==> src/rtl/mmio_pkg.sv <==
// mmio_pkg: shared constants for the MMIO bridge.
//   - Register byte offsets inside the 256-byte MMIO window.
//   - STATUS / CTRL bit positions.
//   - sat_nibble(): clamps a count to the 4-bit STATUS count field.
package mmio_pkg;

    localparam logic [7:0] OFF_TX_DATA   = 8'h00;
    localparam logic [7:0] OFF_STATUS    = 8'h04;
    localparam logic [7:0] OFF_TIMER     = 8'h08;
    localparam logic [7:0] OFF_TIMER_CMP = 8'h0C;
    localparam logic [7:0] OFF_CTRL      = 8'h10;
    localparam logic [7:0] OFF_TXCNT     = 8'h14;

    localparam int ST_FULL    = 0;
    localparam int ST_EMPTY   = 1;
    localparam int ST_MATCH   = 2;
    localparam int ST_OVF     = 3;
    localparam int ST_CNT_LSB = 4;

    localparam int CTRL_TIMER_EN = 0;
    localparam int CTRL_IRQ_EN   = 1;

    // STATUS only has four bits for the FIFO count; deeper FIFOs show 15.
    function automatic logic [3:0] sat_nibble(input logic [31:0] v);
        return (v > 32'd15) ? 4'hF : v[3:0];
    endfunction

endpackage

==> src/rtl/sync_fifo.sv <==
// sync_fifo: single-clock FIFO, no bypass (data written this cycle is
// visible at the head from the next cycle).
// Ports:
//   clk, reset (async, active-low)
//   push/wdata : write request; accepted when not full or when popping
//   pop        : remove head; ignored while empty
//   rdata      : head entry (storage reset to 0, so reads 0 after reset)
//   full, empty, count (log2(DEPTH)+1 bits)
module sync_fifo #(
    parameter int DEPTH = 8,
    parameter int WIDTH = 8
) (
    input  logic                     clk,
    input  logic                     reset,
    input  logic                     push,
    input  logic                     pop,
    input  logic [WIDTH-1:0]         wdata,
    output logic [WIDTH-1:0]         rdata,
    output logic                     full,
    output logic                     empty,
    output logic [$clog2(DEPTH):0]   count
);

    localparam int AW = $clog2(DEPTH);

    logic [WIDTH-1:0] r_mem [DEPTH];
    logic [AW-1:0]    r_wr_ptr;
    logic [AW-1:0]    r_rd_ptr;
    logic [AW:0]      r_count;

    logic w_do_pop;
    logic w_do_push;

    assign full      = (r_count == (AW+1)'(DEPTH));
    assign empty     = (r_count == '0);
    assign count     = r_count;
    assign rdata     = r_mem[r_rd_ptr];

    assign w_do_pop  = pop & ~empty;
    // A pop frees the slot in the same edge, so a push into a full FIFO
    // is fine when it coincides with a pop.
    assign w_do_push = push & (~full | w_do_pop);

    always_ff @(posedge clk or negedge reset) begin
        if (!reset) begin
            for (int i = 0; i < DEPTH; i++) r_mem[i] <= '0;
            r_wr_ptr <= '0;
            r_rd_ptr <= '0;
            r_count  <= '0;
        end else begin
            if (w_do_push) begin
                r_mem[r_wr_ptr] <= wdata;
                r_wr_ptr        <= r_wr_ptr + 1'b1;
            end
            if (w_do_pop) r_rd_ptr <= r_rd_ptr + 1'b1;
            case ({w_do_push, w_do_pop})
                2'b10:   r_count <= r_count + 1'b1;
                2'b01:   r_count <= r_count - 1'b1;
                default: r_count <= r_count;
            endcase
        end
    end

endmodule

==> src/rtl/mmio_bridge.sv <==
// mmio_bridge: decodes the single-cycle core's data port into RAM
// pass-through or a small MMIO block (TX byte FIFO + 32-bit timer).
// Reads are combinational; writes commit on the rising edge.
// Ports:
//   clk, reset (async, active-low)
//   DataAddr, write_data, write_ena, read_data : core data port
//   ram_a, ram_wd, ram_we, ram_rd              : data RAM port
//   tx_data, tx_valid, tx_ready                : byte sink handshake
//   irq                                        : timer interrupt (level)
// Build option: MMIO_TX_COUNT_EN adds read-only TXCNT (popped-byte count)
// at offset 0x14; otherwise that offset is unmapped.
module mmio_bridge
    import mmio_pkg::*;
#(
    parameter logic [31:0] MMIO_BASE  = 32'h8000_0000,
    parameter int          FIFO_DEPTH = 8
) (
    input  logic        clk,
    input  logic        reset,
    input  logic [31:0] DataAddr,
    input  logic [31:0] write_data,
    input  logic        write_ena,
    output logic [31:0] read_data,
    output logic [31:0] ram_a,
    output logic [31:0] ram_wd,
    output logic        ram_we,
    input  logic [31:0] ram_rd,
    output logic [7:0]  tx_data,
    output logic        tx_valid,
    input  logic        tx_ready,
    output logic        irq
);

    localparam int CW = $clog2(FIFO_DEPTH) + 1;

    logic          w_is_mmio;
    logic [5:0]    w_off;
    logic          w_wr;
    logic          w_push;
    logic          w_pop;
    logic          w_full;
    logic          w_empty;
    logic [CW-1:0] w_count;
    logic [3:0]    w_cnt_disp;
    logic          w_match_set;
    logic [31:0]   w_status;
    logic          w_unused_addr;

    logic [31:0]   r_timer;
    logic [31:0]   r_cmp;
    logic          r_timer_en;
    logic          r_irq_en;
    logic          r_match;
    logic          r_ovf;
`ifdef MMIO_TX_COUNT_EN
    logic [31:0]   r_txcnt;
`endif

    // Register decode ignores the byte lane bits.
    assign w_is_mmio     = (DataAddr[31:8] == MMIO_BASE[31:8]);
    assign w_off         = DataAddr[7:2];
    assign w_unused_addr = ^DataAddr[1:0];
    assign w_wr          = write_ena & w_is_mmio;

    assign ram_a  = DataAddr;
    assign ram_wd = write_data;
    assign ram_we = write_ena & ~w_is_mmio;

    assign w_push   = w_wr & (w_off == OFF_TX_DATA[7:2]);
    assign w_pop    = ~w_empty & tx_ready;
    assign tx_valid = ~w_empty;

    sync_fifo #(
        .DEPTH (FIFO_DEPTH),
        .WIDTH (8)
    ) u_fifo (
        .clk   (clk),
        .reset (reset),
        .push  (w_push),
        .pop   (w_pop),
        .wdata (write_data[7:0]),
        .rdata (tx_data),
        .full  (w_full),
        .empty (w_empty),
        .count (w_count)
    );

    assign w_cnt_disp  = sat_nibble(32'(w_count));
    assign w_match_set = r_timer_en & (r_timer == r_cmp);
    assign irq         = r_match & r_irq_en;

    always_comb begin
        w_status                          = '0;
        w_status[ST_FULL]                 = w_full;
        w_status[ST_EMPTY]                = w_empty;
        w_status[ST_MATCH]                = r_match;
        w_status[ST_OVF]                  = r_ovf;
        w_status[ST_CNT_LSB+3:ST_CNT_LSB] = w_cnt_disp;
    end

    always_comb begin
        read_data = '0;
        if (!w_is_mmio) begin
            read_data = ram_rd;
        end else begin
            case (w_off)
                OFF_STATUS[7:2]:    read_data = w_status;
                OFF_TIMER[7:2]:     read_data = r_timer;
                OFF_TIMER_CMP[7:2]: read_data = r_cmp;
                OFF_CTRL[7:2]: begin
                    read_data[CTRL_TIMER_EN] = r_timer_en;
                    read_data[CTRL_IRQ_EN]   = r_irq_en;
                end
`ifdef MMIO_TX_COUNT_EN
                OFF_TXCNT[7:2]:     read_data = r_txcnt;
`endif
                default:            read_data = '0;
            endcase
        end
    end

    always_ff @(posedge clk or negedge reset) begin
        if (!reset) begin
            r_timer    <= '0;
            r_cmp      <= '0;
            r_timer_en <= 1'b0;
            r_irq_en   <= 1'b0;
            r_match    <= 1'b0;
            r_ovf      <= 1'b0;
        end else begin
            if (w_wr && w_off == OFF_TIMER[7:2])
                r_timer <= write_data;
            else if (r_timer_en)
                r_timer <= r_timer + 32'd1;

            if (w_wr && w_off == OFF_TIMER_CMP[7:2])
                r_cmp <= write_data;

            if (w_wr && w_off == OFF_CTRL[7:2]) begin
                r_timer_en <= write_data[CTRL_TIMER_EN];
                r_irq_en   <= write_data[CTRL_IRQ_EN];
            end

            // Sticky flags: a new set event wins over a same-cycle clear.
            if (w_match_set)
                r_match <= 1'b1;
            else if (w_wr && w_off == OFF_STATUS[7:2] && write_data[ST_MATCH])
                r_match <= 1'b0;

            if (w_push && w_full && !w_pop)
                r_ovf <= 1'b1;
            else if (w_wr && w_off == OFF_STATUS[7:2] && write_data[ST_OVF])
                r_ovf <= 1'b0;
        end
    end

`ifdef MMIO_TX_COUNT_EN
    always_ff @(posedge clk or negedge reset) begin
        if (!reset)     r_txcnt <= '0;
        else if (w_pop) r_txcnt <= r_txcnt + 32'd1;
    end
`endif

endmodule

==> config.mk <==
export PLATFORM = sky130hd
export DESIGN_NAME = mmio_bridge
export DESIGN_NICKNAME = d
export VERILOG_FILES = /design/src/rtl/mmio_pkg.sv /design/src/rtl/sync_fifo.sv /design/src/rtl/mmio_bridge.sv
export SDC_FILE = /design/constraint.sdc
export NUM_CORES = 1
export LEC_CHECK = 0
export CORE_MARGIN = 3
export CORE_UTILIZATION = 50
export CTS_CLUSTER_SIZE = 28
export DETAILED_ROUTE_END_ITERATION = 8
export HOLD_SLACK_MARGIN = 0.03
export PLACE_DENSITY_LB_ADDON = 0.25
export SLEW_MARGIN = 20
export SYNTH_ARGS = -nofsm -noshare
export SYNTH_HDL_FRONTEND = slang
export SYNTH_SLANG_ARGS = --single-unit
==> constraint.sdc <==
create_clock -name clk -period 3.3 [get_ports clk]
set_clock_uncertainty 0.05 [all_clocks]
set_input_delay 0.66 -clock clk [delete_from_list [all_inputs] [get_ports clk]]
set_output_delay 0.66 -clock clk [all_outputs]
set_load 0.005 [all_outputs]
# Word level (Yosys, flattened, before mapping)
# Cells that the tools add are included.
[word_totals]
regBits = 142
in_bits = 100
output_inout_bits = 107
elab_cells = 80
[classes]
addsub = 5
n_lt_le_gt_ge = 3
n_eq_ne = 9
n_mux = 16
bitwise_logic = 14
reduce_logical = 16
[op_table]
columns = ["op", "n"]
rows = [
  ["$mux 32", 3],
  ["$pmux 30 s3", 1],
  ["$bwmux 64", 1],
  ["$add 32x1->32 const B", 1],
  ["$eq 32x32->1", 1],
  ["$bmux 8 s3", 1],
  ["$demux 8 s3", 1],
  ["$eq 24x24->1 const B", 1],
  ["$mux 8", 3],
  ["$eq 6x2->1 const B", 2],
  ["$logic_and 1x1->1", 9],
  ["$and 1x1->1", 8],
  ["$ge 4x4->1 const B", 2],
  ["$not 3->4", 2],
  ["$pmux 2 s4", 1],
  ["$pmux 4 s2", 1],
  ["$reduce_bool 2->1", 4],
  ["$add 3x1->3 const B", 2],
  ["$eq 6x1->1 const B", 1],
  ["$eq 6x3->1 const B", 1],
  ["$logic_not 6->1", 1],
  ["$add 4x1->4 const B", 1],
  ["$eq 4x4->1 const B", 1],
  ["$logic_not 4->1", 1],
  ["other kinds (8)", 13],
]

# Longest topological paths before layout
# Gate-level depths: netlist (run 1).
[depth]
depth_word = 8
depth_mapped = 13

# Cells and area by module
# From an unflattened synthesis (run 1), not the netlist that was laid out.
[hier_totals]
cells_unflattened = 781
hier_area_um2 = 8698.3
[by_module_without_submodules]
columns = ["mod", "n_inst", "cells_each", "area_each_um2", "seq_area_each_um2"]
rows = [
  ["mmio_bridge", 1, 553, 5081.1, 1701.6],
  ["sync_fifo", 1, 228, 3617.2, 1851.8],
]

# Least setup slack after synthesis (run 1)
# OpenSTA, ideal clock, no wires.
[synth_path]
path_kind = "input port to flip-flop"
startpoint = "in DataAddr[5]"
endpoint = "reg u_fifo.r_count[2] (netlist: u_fifo.count[2])"
setup_time_ps = 126
arrival_ps = 3289
required_time_ps = 3124
slack_ps = -165
path_stages = 12
path_buffers = 1
path_cell_list = "or4_4 > nor3_2 > or4b_1 > buf_6 > or2_0 > ha_1 > xor2_1 > ha_1 > a21oi_1 > xor2_1 > nor2_1 > xor2_1"
[synth_via]
elab_chain_len = 5
elab_cells_between_ends = 7
cone_classes = "eq/ne (2); mux (1); bitwise (2); reduce/logical (2)"
[synth_rtl]
columns = ["element", "line_no", "text"]
rows = [
  ["from (decl)", "mmio_bridge.sv:20", "input logic [31:0] DataAddr,"],
  ["$logic_not 6->1 *", "mmio_bridge.sv:69", "assign w_push = w_wr & (w_off == OFF_TX_DATA[7:2]);"],
  ["$and 1x1->1 *", "mmio_bridge.sv:69", ""],
  ["$and 1x1->1 *", "sync_fifo.sv:42", "assign w_do_push = push & (~full | w_do_pop);"],
  ["$eq 2x1->1 / $eq 2x2->1 (equally long branches)", "sync_fifo.sv:56", "case ({w_do_push, w_do_pop})"],
  ["$pmux 4 s2 / $reduce_bool 2->1 (equally long branches)", "--", ""],
  ["to (signal assigned)", "sync_fifo.sv:57", "2'b10: r_count <= r_count + 1'b1;"],
  ["to (signal assigned)", "sync_fifo.sv:58", "2'b01: r_count <= r_count - 1'b1;"],
  ["to (signal assigned)", "sync_fifo.sv:59", "default: r_count <= r_count;"],
  ["to (decl)", "sync_fifo.sv:29", "logic [AW:0] r_count;"],
]
# Every way passes the cells marked *; elsewhere a longest branch is shown, timed or not.
# A chain may end at the register's enable or synchronous reset.

# Worst setup path after layout (run 1)
[layout_path]
startpoint = "in DataAddr[22]"
endpoint = "out read_data[28]"
[layout_via]
elab_chain_len = 2
[layout_rtl]
columns = ["element", "line_no", "text"]
rows = [
  ["$eq 24x24->1", "mmio_bridge.sv:60", "assign w_is_mmio = (DataAddr[31:8] == MMIO_BASE[31:8]);"],
  ["$mux 32", "mmio_bridge.sv:103", "if (!w_is_mmio) begin"],
  ["to (decl)", "mmio_bridge.sv:23", "output logic [31:0] read_data,"],
]
# Every way passes these cells.

==> impl_metrics.yaml, run 1 <==
timing:
  rsz0062_at_grt: "yes"
  final_max_slew_viol_count: 0
  fmax_mhz: 307
  fin_tns_setup_ns: 0
  worstMarginPinSlew_ns: 0.858
  fin_hold_ws_ns: 0.169
  period_share_pct: 98.6
  setup_violations: 0
  slew_headroom_pct: 42.8
  finalHoldViolations: 0
  layout_min_cycle_time_ns: 3.25
yosys:
  async_flop_share_pct: 100
  syn_area_um2: 8320
  synth_top_cell_by_area: "dfrtp_1"
  synth.avg_cell_area_um2: 10.8
  ys.flop_type: "dfrtp_1"
  syn-num-nets: 880
  syn-instance-count: 774
  synth_enable_flop_cells: 0
  yosysSeqAreaShare_pct: 42.7
  synth_cell_types: 45
  synth.area.top_cells: "dfrtp_1, mux2_2, buf_4, xnor2_1, mux4_2"
  ys_warn_count: 0
  ys_seq_elements: 142
  synth_top_area_share_pct: 42.7
power:
  total_power_mw: 4.12
  p_switching_mw: 0.910
  p_leak_nw: 4.99
  vdd_drop_max_mv: 0.349
  seqPwrFrac_pct: 42.3
  p_clk_share_pct: 48.7
  power_density_nw_per_um2: 365
  share_comb_of_total_power_pct: 9.0
  intPower_mw: 3.21
  swShare_pct: 22.1
grt:
  track_usage_pct: 26.8
  antenna_found_initial: 1
  grt_overflow_total: 0
  grt_max_degree: 69
  grt_pass1_vias: 7039
  grt_pass1_wl_mm: 37.7
hold_path:
  hold_class: "input pin to async pin"
job:
  maxCapViolations: 0
floorplan:
  dieArea_um2: 18200
  io-pin-count: 207
  core_area_um2: 16100
  die_h_um: 135
  start_util_pct: 51.6
  die_width_um: 135
  row_count: 46
finish:
  drive_gt1_share_pct: 33.2
  layout_common_cells: "clkdlybuf4s50_1, dfrtp_1, mux2_2"
  n_antenna_cell: 0
  syn_to_final_growth_pct: 35.8
  nFillCells: 1113
  final_nets: 1051
  fin_cells: 1174
  final_common_cell: "clkdlybuf4s50_1"
clocking:
  clk_pin_slew_ns: 0.06
  cts_hold_buf: 0
  htree_levels: 4
  worstSkewPairLatency_ns: 0.43
  numCtsBuffers: 17
  cts_tree: "done"
  cts.sink_count: 142
  clockBufferDepth: 2
  cts_root_buf: "clkbuf_16"
drt:
  drt-pass1-iter-count: 5
  postRouteAntennaNets: 0
  drc_errors: 0
  wl_per_cell_um: 20.6
  drt_wl_total_mm: 24.2
  num_vias: 6789
  first_iter_violations: 510
  routed_via_density: 5.78
setup_path:
  cp.arrival_ns: 2.54
  worstSetupPathType: "input pin to primary output"
  cp-start-kind: "input pin"
  crit_fanout: 8
  crit_path_end_kind: "primary output"
  critPathRequiredTime_ns: 2.59
place:
  port_buffers: 202
  dpl.hpwl_mm: 15.9
  gp_congestion: 0.873
  place_inst: 1127
run_status:
  status: "complete, no violations"
-- per-stage QoR --
step | setup slack [ns] | util, % | cell area (µm²)
3_5_place_dp | -0.598 | 64.6 | 10400
6_report | 0.0454 | 70.1 | 11300
4_1_cts | 0.000213 | 70.2 | 11300
2_1_floorplan | -0.00909 | - | 8340
3_3_place_gp | -0.465 | 64.6 | 10400
5_1_grt | -0.0137 | 70.1 | 11300
-- per-layer routing --
metal,up-vias,global-route usage [%],wire (µm)
li1,3025,-,-
met1,3390,34.5,10200
met2,318,44.9,11900
met3,54,5.55,1590
met4,2,9.74,537
met5,-,0,20
-- worst max-delay path, cell delays in order --
cell	delay, ns
clkdlybuf4s50_1	0.45
nor4_1	0.25
nand2_1	0.14
or3_4	0.46
buf_12	0.17
buf_16	0.14
o21ai_1	0.13
buf_2	0.13
-- area by class of cell --
class,instances,area [µm²],area share [%]
clock inverter,12,159,1.41
timing repair buffer,271,2600,23.0
tap,216,270,2.39
sequential,142,3550,31.4
clock buffer,20,467,4.13
multi-input combinational,505,4220,37.3
inverter,8,30.0,0.266
-- flip-flops by register name, indices dropped and copies added (netlist names) --
register,count
r_timer_en,1
u_fifo.count,4
r_ovf,1
u_fifo.r_wr_ptr,3
r_timer,32
u_fifo.r_rd_ptr,3
r_match,1
r_irq_en,1
u_fifo.r_mem,64
r_cmp,32
-- kinds of logic (layout without fill, tap and decap cells) --
kind of cell | after synthesis | in the layout | share of synthesized area [%]
fa+ha+maj | 6 | 6 | 0.902
compound gates | 104 | 104 | 7.50
mux | 132 | 132 | 20.4
flops | 142 | 142 | 42.7
simple gates | 191 | 191 | 12.1
buf+inv | 127 | 311 | 8.90
xor+xnor | 72 | 72 | 7.58
-- power by group through the flow --
| stage | registers, mW | logic, mW | clock network [mW] |
|---|---|---|---|
| finish | 1.74 | 0.373 | 2.01 |
| global route | 1.74 | 0.401 | 2.10 |
| CTS | 1.74 | 0.377 | 2.04 |
| detailed placement | 1.77 | 0.387 | 0 |
| global placement | 1.77 | 0.381 | 0 |
| floorplan | 1.77 | 0.113 | 0 |
-- cells in the mapped netlist, types with 3 or more instances --
library cell / count
nand2_1: 80
nor2_1: 14
or3_1: 3
mux4_2: 16
ha_1: 6
xnor2_1: 47
nor4_1: 18
buf_2: 7
a21oi_1: 3
a22oi_1: 32
and3_1: 5
dfrtp_1: 142
buf_4: 64
nand3_1: 11
nand4_1: 14
mux2_2: 107
nor3_2: 7
inv_1: 8
mux2_4: 8
buf_1: 6
nand2b_1: 5
clkbuf_1: 40
o21ai_0: 63
nor3_1: 16
xor2_1: 25
and2_1: 3
-- what timing repair did --
| action | CTS | global route |
|---|---|---|
| pin swaps | 16 | 15 |
| buffers inserted | 9 | 1 |
| resized for setup | 210 | 30 |
| setup endpoints to repair | 44 | 35 |
| cloned | 6 | 0 |
-- path summary, 6_finish.rpt --
kind | startpoint | end | slack, ns | depth (start not counted)
setup / recovery | DataAddr[22] | read_data[28] | 0.05 | 8
hold / removal | reset | u_fifo.r_mem[48] | 0.17 | 1
max in group asynchronous | reset | r_cmp[1] | 2.24 | 2
setup reg to reg | u_fifo.count[1] | u_fifo.count[2] | 0.50 | 11
min in group clk | u_fifo.r_wr_ptr[2] | u_fifo.r_wr_ptr[2] | 0.44 | 1
hold reg to reg | u_fifo.r_wr_ptr[2] | u_fifo.r_wr_ptr[2] | 0.44 | 1
(Power assumes the default switching activity.)
==> inputs of run 2 (changes only) <==
--- a/config.mk
+++ b/config.mk
@@ -5,7 +5,7 @@
 export SDC_FILE = /design/constraint.sdc
 export NUM_CORES = 1
 export LEC_CHECK = 0
-export CORE_MARGIN = 3
+export CORE_MARGIN = 5
 export CORE_UTILIZATION = 50
 export CTS_CLUSTER_SIZE = 28
 export DETAILED_ROUTE_END_ITERATION = 8
==> run 2 against run 1 <==
Net effect:
- wire length down 5.5%
- largest power group unchanged
- sequential cell count unchanged
- power down 4.8%
- final cell count down 1.3%
- combinational power about the same
- die area up 6.0%
- sequential share of layout area up 0.70 points
- non-clock buffer count down 19
- critical path type is now register to primary output
==> impl_metrics.yaml, run 2 (synthesized netlist as in run 1, its figures left out) <==
run_status:
  status: "complete, no violations"
grt:
  grt_pass1_wl_mm: 36.8
  antenna_found_initial: 0
  grt_pass1_vias: 6924
  grt_overflow_total: 0
  busiest_layer: "met2"
  met2_usage_pct: 38.8
  grt_max_degree: 76
  use_met1_pct: 30.8
  grt_use_met3_pct: 6.31
  track_usage_pct: 23.7
timing:
  fmax_mhz: 309
  setup_violations: 0
  final_max_slew_viol_count: 0
  worstMarginPinSlew_ns: 0.878
  layout_min_cycle_time_ns: 3.23
  slew_headroom_pct: 41.4
  rsz0062_at_grt: "yes"
  finalHoldViolations: 0
  fin_tns_setup_ns: 0
  period_share_pct: 98.0
floorplan:
  dieArea_um2: 19300
  core_area_um2: 16500
  start_util_pct: 50.5
  io-pin-count: 207
  die_width_um: 139
  row_count: 47
  die_h_um: 139
finish:
  nFillCells: 1196
  top_register: "u_fifo.r_mem"
  final_common_cell: "clkdlybuf4s50_1"
  layout_common_cells: "clkdlybuf4s50_1, dfrtp_1, mux2_2"
  final_util_pct: 67.1
  final_nets: 1032
  multi_input_area_um2: 4140
  seq_area_um2: 3550
  reg_top3: "u_fifo.r_mem: 64 flops, r_cmp: 32 flops, r_timer: 32 flops"
  largest_reg_flops: 64
  syn_to_final_growth_pct: 32.8
  final_cell_area_um2: 11100
  n_antenna_cell: 0
  drive_gt1_share_pct: 27.7
clocking:
  numCtsBuffers: 17
  worstSkewPairLatency_ns: 0.43
  cts_root_buf: "clkbuf_16"
  clockBufferDepth: 2
  cts_hold_buf: 0
  cts_tree: "done"
  clk_pin_slew_ns: 0.06
  htree_levels: 4
  cts.sink_count: 142
setup_path:
  cpPeakStageDelay_ns: 0.91
  path_cells: "mux4_2 -> mux2_2 -> clkdlybuf4s50_1"
  critPathRequiredTime_ns: 2.59
  reg2reg_depth: 11
  crit_slowest_cell: "dfrtp_1"
  crit_path_end_kind: "primary output"
  cp-start-kind: "register"
  crit_fanout: 18
  cp.arrival_ns: 2.52
  worstSetupPathType: "register to primary output"
  cp.depth: 3
  path_buf_inv: 1
  critPathTopFamily: "flip-flops"
place:
  placed_cell_area_um2: 10400
  port_buffers: 202
  gp_congestion: 0.931
  dpl.hpwl_mm: 16.1
job:
  maxCapViolations: 0
drt:
  drc_errors: 0
  first_iter_violations: 485
  drt-pass1-iter-count: 5
  routed_via_density: 5.67
  wl_per_cell_um: 19.7
  postRouteAntennaNets: 0
  drt_wl_total_mm: 22.9
  num_vias: 6576
power:
  vdd_drop_max_mv: 0.317
  p_leak_nw: 4.83
  power_density_nw_per_um2: 355
hold_path:
  hold_class: "input pin to async pin"
-- run 2: path summary, 6_finish.rpt --
check,slack (ns),end,from
setup / recovery,0.07,tx_data[5],u_fifo.r_rd_ptr[1]
hold / removal,0.13,r_cmp[16],reset
setup reg to reg,0.54,u_fifo.count[2],u_fifo.count[1]
hold reg to reg,0.44,u_fifo.r_wr_ptr[2],u_fifo.r_wr_ptr[2]
max in group asynchronous,2.23,u_fifo.r_mem[9],reset
min in group clk,0.44,u_fifo.r_wr_ptr[2],u_fifo.r_wr_ptr[2]
-- run 2: area by class of cell --
class / instances / area share [%]
Tap cell: 220 / 2.49
Multi-Input combinational cell: 505 / 37.5
Clock buffer: 26 / 4.52
Sequential cell: 142 / 32.1
Clock inverter: 6 / 0.521
Timing Repair Buffer: 252 / 22.6
Inverter: 8 / 0.272
-- run 2: what timing repair did --
item / in CTS / in global routing
setup endpoints to repair: 44 / 35
cloned: 1 / 0
gates resized for setup: 125 / 33
setup buffers: 2 / 1
pin swaps: 12 / 14
-- run 2: metrics by stage --
step	setup slack, ns	power (mW)	instances	hold slack, ns
2_1_floorplan	-0.00909	1.89	774	0.314
3_3_place_gp	-0.495	2.15	1124	0.424
3_5_place_dp	-0.603	2.16	1124	0.430
4_1_cts	0.0134	3.94	1158	0.134
5_1_grt	-0.0126	4.04	1159	0.160
6_report	0.0673	3.92	1159	0.129
-- run 2: routing by layer --
layer | part of all wire [%] | vias to the layer above | wire (µm)
li1 | - | 2978 | -
met1 | 42 | 3289 | 9710
met2 | 49 | 268 | 11200
met3 | 6.7 | 41 | 1530
met4 | 1.9 | 0 | 439
met5 | 0 | - | 0
-- run 2: where the power goes --
group	leakage [nW]	internal (mW)	switching (mW)
Clock	0.274	1.11	0.698
Combinational	2.75	0.219	0.152
Sequential	1.81	1.74	0.000000567
==> inputs of run 3 (changes only) <==
--- a/config.mk
+++ b/config.mk
@@ -11,6 +11,7 @@
 export DETAILED_ROUTE_END_ITERATION = 8
 export HOLD_SLACK_MARGIN = 0.03
 export PLACE_DENSITY_LB_ADDON = 0.25
+export REMOVE_ABC_BUFFERS = 1
 export SLEW_MARGIN = 20
 export SYNTH_ARGS = -nofsm -noshare
 export SYNTH_HDL_FRONTEND = slang
==> constraint.sdc (replaced) <==
create_clock -name clk -period 3 [get_ports clk]
set_clock_uncertainty 0.05 [all_clocks]
set_input_delay 0.6 -clock clk [delete_from_list [all_inputs] [get_ports clk]]
set_output_delay 0.6 -clock clk [all_outputs]
set_load 0.005 [all_outputs]
==> run 3 against run 2 <==
Net effect:
- the run now ends with negative setup slack left
- final cell count up 3.5%
- hold slack improved by 0.31 ns
- first-iteration DRC count increased by 27%
- design area up 3.8%
- global-route usage increased by 1.4 points
- sequential cell count is the same
- sequential share of layout area is 1.2 points lower
==> impl_metrics.yaml, run 3 (synthesized netlist as in run 1, its figures left out) <==
run_status:
  status: "finished with violations"
  violations: "negative setup slack"
setup_path:
  cp-start-kind: "input pin"
  cp.arrival_ns: 2.40
  critPathRequiredTime_ns: 2.35
  worstSetupPathType: "input pin to primary output"
  path_cells: "buf_2 -> nor4b_2 -> nand4_1 -> buf_4 -> or3_4 -> buf_12 -> buf_12 -> o21ai_1 -> buf_2"
  crit_slowest_cell: "or3_4"
  crit_path_end_kind: "primary output"
  crit_fanout: 5
  cpPeakStageDelay_ns: 0.48
finish:
  top_register: "u_fifo.r_mem"
  final_cell_area_um2: 11500
  fin_cells: 1199
  final_common_cell: "dfrtp_1"
  reg_top3: "u_fifo.r_mem: 64 flops, r_cmp: 32 flops, r_timer: 32 flops"
  n_antenna_cell: 0
  nFillCells: 1127
  drive_gt1_share_pct: 37.6
  final_nets: 1072
  syn_to_final_growth_pct: 37.9
  layout_common_cells: "dfrtp_1, clkdlybuf4s50_1, mux2_2"
  largest_reg_flops: 64
  final_util_pct: 69.7
power:
  seqPwrFrac_pct: 42.7
  share_comb_of_total_power_pct: 9.4
  p_clk_share_pct: 47.9
  power_density_nw_per_um2: 391
  total_power_mw: 4.49
  intPower_mw: 3.50
  swShare_pct: 22.0
  vdd_drop_max_mv: 0.679
  p_switching_mw: 0.986
  p_leak_nw: 5.11
clocking:
  clk_pin_slew_ns: 0.06
  worstSkewPairLatency_ns: 0.42
  cts.sink_count: 142
  numCtsBuffers: 17
  cts_tree: "done"
  clockBufferDepth: 2
  cts_root_buf: "clkbuf_16"
  htree_levels: 4
place:
  gp_congestion: 0.859
  dpl.hpwl_mm: 16.4
  port_buffers: 202
  place_inst: 1139
  placed_cell_area_um2: 10400
drt:
  num_vias: 6734
  first_iter_violations: 616
  postRouteAntennaNets: 0
  routed_via_density: 5.62
  drt-pass1-iter-count: 6
  wl_per_cell_um: 20.2
  drc_errors: 0
  drt_wl_total_mm: 24.3
timing:
  fin_ws_ns: -0.0497
  slew_headroom_pct: 57.9
  worstMarginPinSlew_ns: 0.625
  setup_violations: 5
  fmax_mhz: 328
  layout_min_cycle_time_ns: 3.05
  finalHoldViolations: 0
  period_share_pct: 102
  final_max_slew_viol_count: 0
  fin_tns_setup_ns: -0.198
  rsz0062_at_grt: "yes"
grt:
  grt_overflow_total: 0
  grt_max_degree: 88
  track_usage_pct: 25.0
  grt_pass1_vias: 7186
  grt_pass1_wl_mm: 39.1
  antenna_found_initial: 0
floorplan:
  io-pin-count: 207
  die_width_um: 139
  core_area_um2: 16500
  start_util_pct: 50.5
  die_h_um: 139
  row_count: 47
  dieArea_um2: 19300
hold_path:
  hold_class: "register to register"
job:
  maxCapViolations: 0
[run 3: worst paths after layout]
check	cells after the start	to	slack [ns]	startpoint
max	9	read_data[24]	-0.05	DataAddr[9]
min	1	u_fifo.r_wr_ptr[2]	0.44	u_fifo.r_wr_ptr[2]
max reg2reg	11	u_fifo.count[2]	0.20	u_fifo.count[1]
min reg2reg	1	u_fifo.r_wr_ptr[2]	0.44	u_fifo.r_wr_ptr[2]
max in group asynchronous	3	u_fifo.r_wr_ptr[0]	1.57	reset
min in group asynchronous	2	r_cmp[20]	0.54	reset
[run 3: worst max-delay path: cells and delay by family]
kind,cells,cell delay [ns]
AO/OA/AOI/OAI,1,0.09
buffers and inverters,5,0.73
AND/OR/NAND/NOR,3,0.96
[run 3: power by group through the flow]
stage	Clock [mW]	Sequential (mW)	Combinational, mW
2_1_floorplan	0	1.95	0.0397
3_3_place_gp	0	1.95	0.421
3_5_place_dp	0	1.95	0.429
4_1_cts	2.18	1.92	0.415
5_1_grt	2.27	1.91	0.453
6_report	2.15	1.92	0.421
[run 3: stage by stage]
stage / hold slack [ns] / worst slack, ns
floorplan: 0.254 / -1.44
global placement: 0.421 / -0.688
detailed placement: 0.429 / -0.948
CTS: 0.446 / -0.00243
global route: 0.468 / -0.150
finish: 0.443 / -0.0497
[run 3: timing repair]
item	4_1_cts	5_1_grt
gates resized for setup	302	34
buffers inserted	20	1
cloned	6	1
endpoints found under the hold margin	14	0
pin swaps	23	35
hold buffers	1	0
endpoints found under the setup margin	90	38
[run 3: cell type report]
cell class	count	area, µm²	share of cell area [%]
Multi-Input combinational cell	505	4290	37.4
Timing Repair Buffer	292	2730	23.7
Clock inverter	11	139	1.21
Tap cell	220	275	2.40
Clock buffer	21	460	4.01
Sequential cell	142	3560	31.0
Inverter	8	30.0	0.262
[run 3: layer usage]
metal,vias up,track usage (%),wire (µm)
met5,-,0,0
met4,0,8.19,578
met3,44,5.76,1400
met1,3357,30.9,9560
met2,268,43.6,12700
li1,3065,-,-
==> RTL edit (settings of run 3) <==
Add a define of `MMIO_TX_COUNT_EN`.
--- a/src/rtl/mmio_bridge.sv
+++ b/src/rtl/mmio_bridge.sv
@@ -11,2 +11,4 @@
 // at offset 0x14; otherwise that offset is unmapped.
+`define MMIO_TX_COUNT_EN
+
 module mmio_bridge
Function: changed (Yosys sat finds a counterexample within 4 cycles, from zero or initial values and one cycle with reset low).
==> RTL edit against run 3 <==
Total power up 15%. Setup slack better by 110 ps. Clock power up 8%. Global-route usage down 0.48 points. Sequential share of layout area up 1.1 points. Combinational power up 15%. Final area up 18%. Area after synthesis up 23%. Wire length up 18%. Sequential cell count up 32.
==> RTL edit: results <==
set metrics [dict create \
    drive_above_1_share_pct 31.4 \
    drt_iter0_drc 545 \
    hold_class "in -> async" \
    clk_latency_ps 440 \
    hold_slack_ps 64.9 \
    p_leak_nw 6.10 \
    fillerInstances 1474 \
    period_share_pct 98.0 \
    total_power_w 0.00516 \
    slowest_delay_ps 500 \
    first_global_vias 8290 \
    dp_hpwl_um 19900 \
    maxPowerGroup "registers" \
    synth-xor-area-share_pct 8.79 \
    synth.yosys.seq_area_share_pct 42.4 \
    yosys.area_share.adder_pct 0.854 \
    worstPathArrival_ps 2290 \
    powerSeq_w 0.00234 \
    power_switching_w 0.00133 \
    wl_per_cell_um 20.5 \
    dp.cells 1344 \
    clkPwrFrac_pct 45.2 \
    yosys-mux-area-fraction_pct 20.7 \
    crit_path_end "tx_data[0]" \
    tightest_slew_ps 606 \
    synthTopCellsByCount "dfrtp_1 (174), mux2_2 (88), buf_4 (67)" \
    reg2reg_depth 10 \
    grt_pass1_wl_um 46200 \
    syn_area_per_cell_um2 11.3 \
    ys_types 54 \
    status "finished clean" \
    critPathTopFamily "multiplexers" \
    drt-pass1-iter-count 5 \
    postPlaceCellArea_mm2 0.0127 \
    wl_um 28700 \
    vias_per_cell 5.70 \
    synthTopCellsByArea "dfrtp_1 (42%), mux2_2 (9.7%), buf_4 (4.9%)" \
    cp-startpoint "u_fifo.r_rd_ptr[0]" \
    gp_congestion 0.863 \
    crit_slowest_cell "mux4_2" \
    dp_slack_ps -667 \
    ff2ff_setup_slack_ps 530 \
]
==> RTL edit: cell count changes in the layout (fill, tap and decap cells not counted), sizes merged, moves of 9 or more <==
cell | before | now
a21oi | 3 | 31
o2bb2ai | 1 | 18
nor2 | 14 | 51
a22o | 2 | 24
nand4 | 14 | 29
o21ai | 63 | 3
nand3 | 11 | 27
mux2i | 1 | 39
xor2 | 25 | 50
inv | 9 | 18
a22oi | 32 | 0
nand2 | 80 | 38
dfrtp | 142 | 174
==> RTL edit: layout make-up <==
class                      instances  area (um^2)  share of cell area [%]
tap                              270          338                    2.49
clock buffer                      17          425                    3.13
multi-input combinational        598         5250                    38.7
inverter                          11         41.3                   0.304
clock inverter                    15          205                    1.51
timing repair buffer             311         2960                    21.8
sequential                       174         4360                    32.1
==> RTL edit: per-layer routing <==
layer  vias up  global-route usage, %  part of all wire, %
li1       3628                      -                    -
met1      4007                   35.1                   43
met2       276                   38.0                   47
met3        48                   5.51                  7.1
met4         0                   6.66                  2.2
met5         -                      0                    0
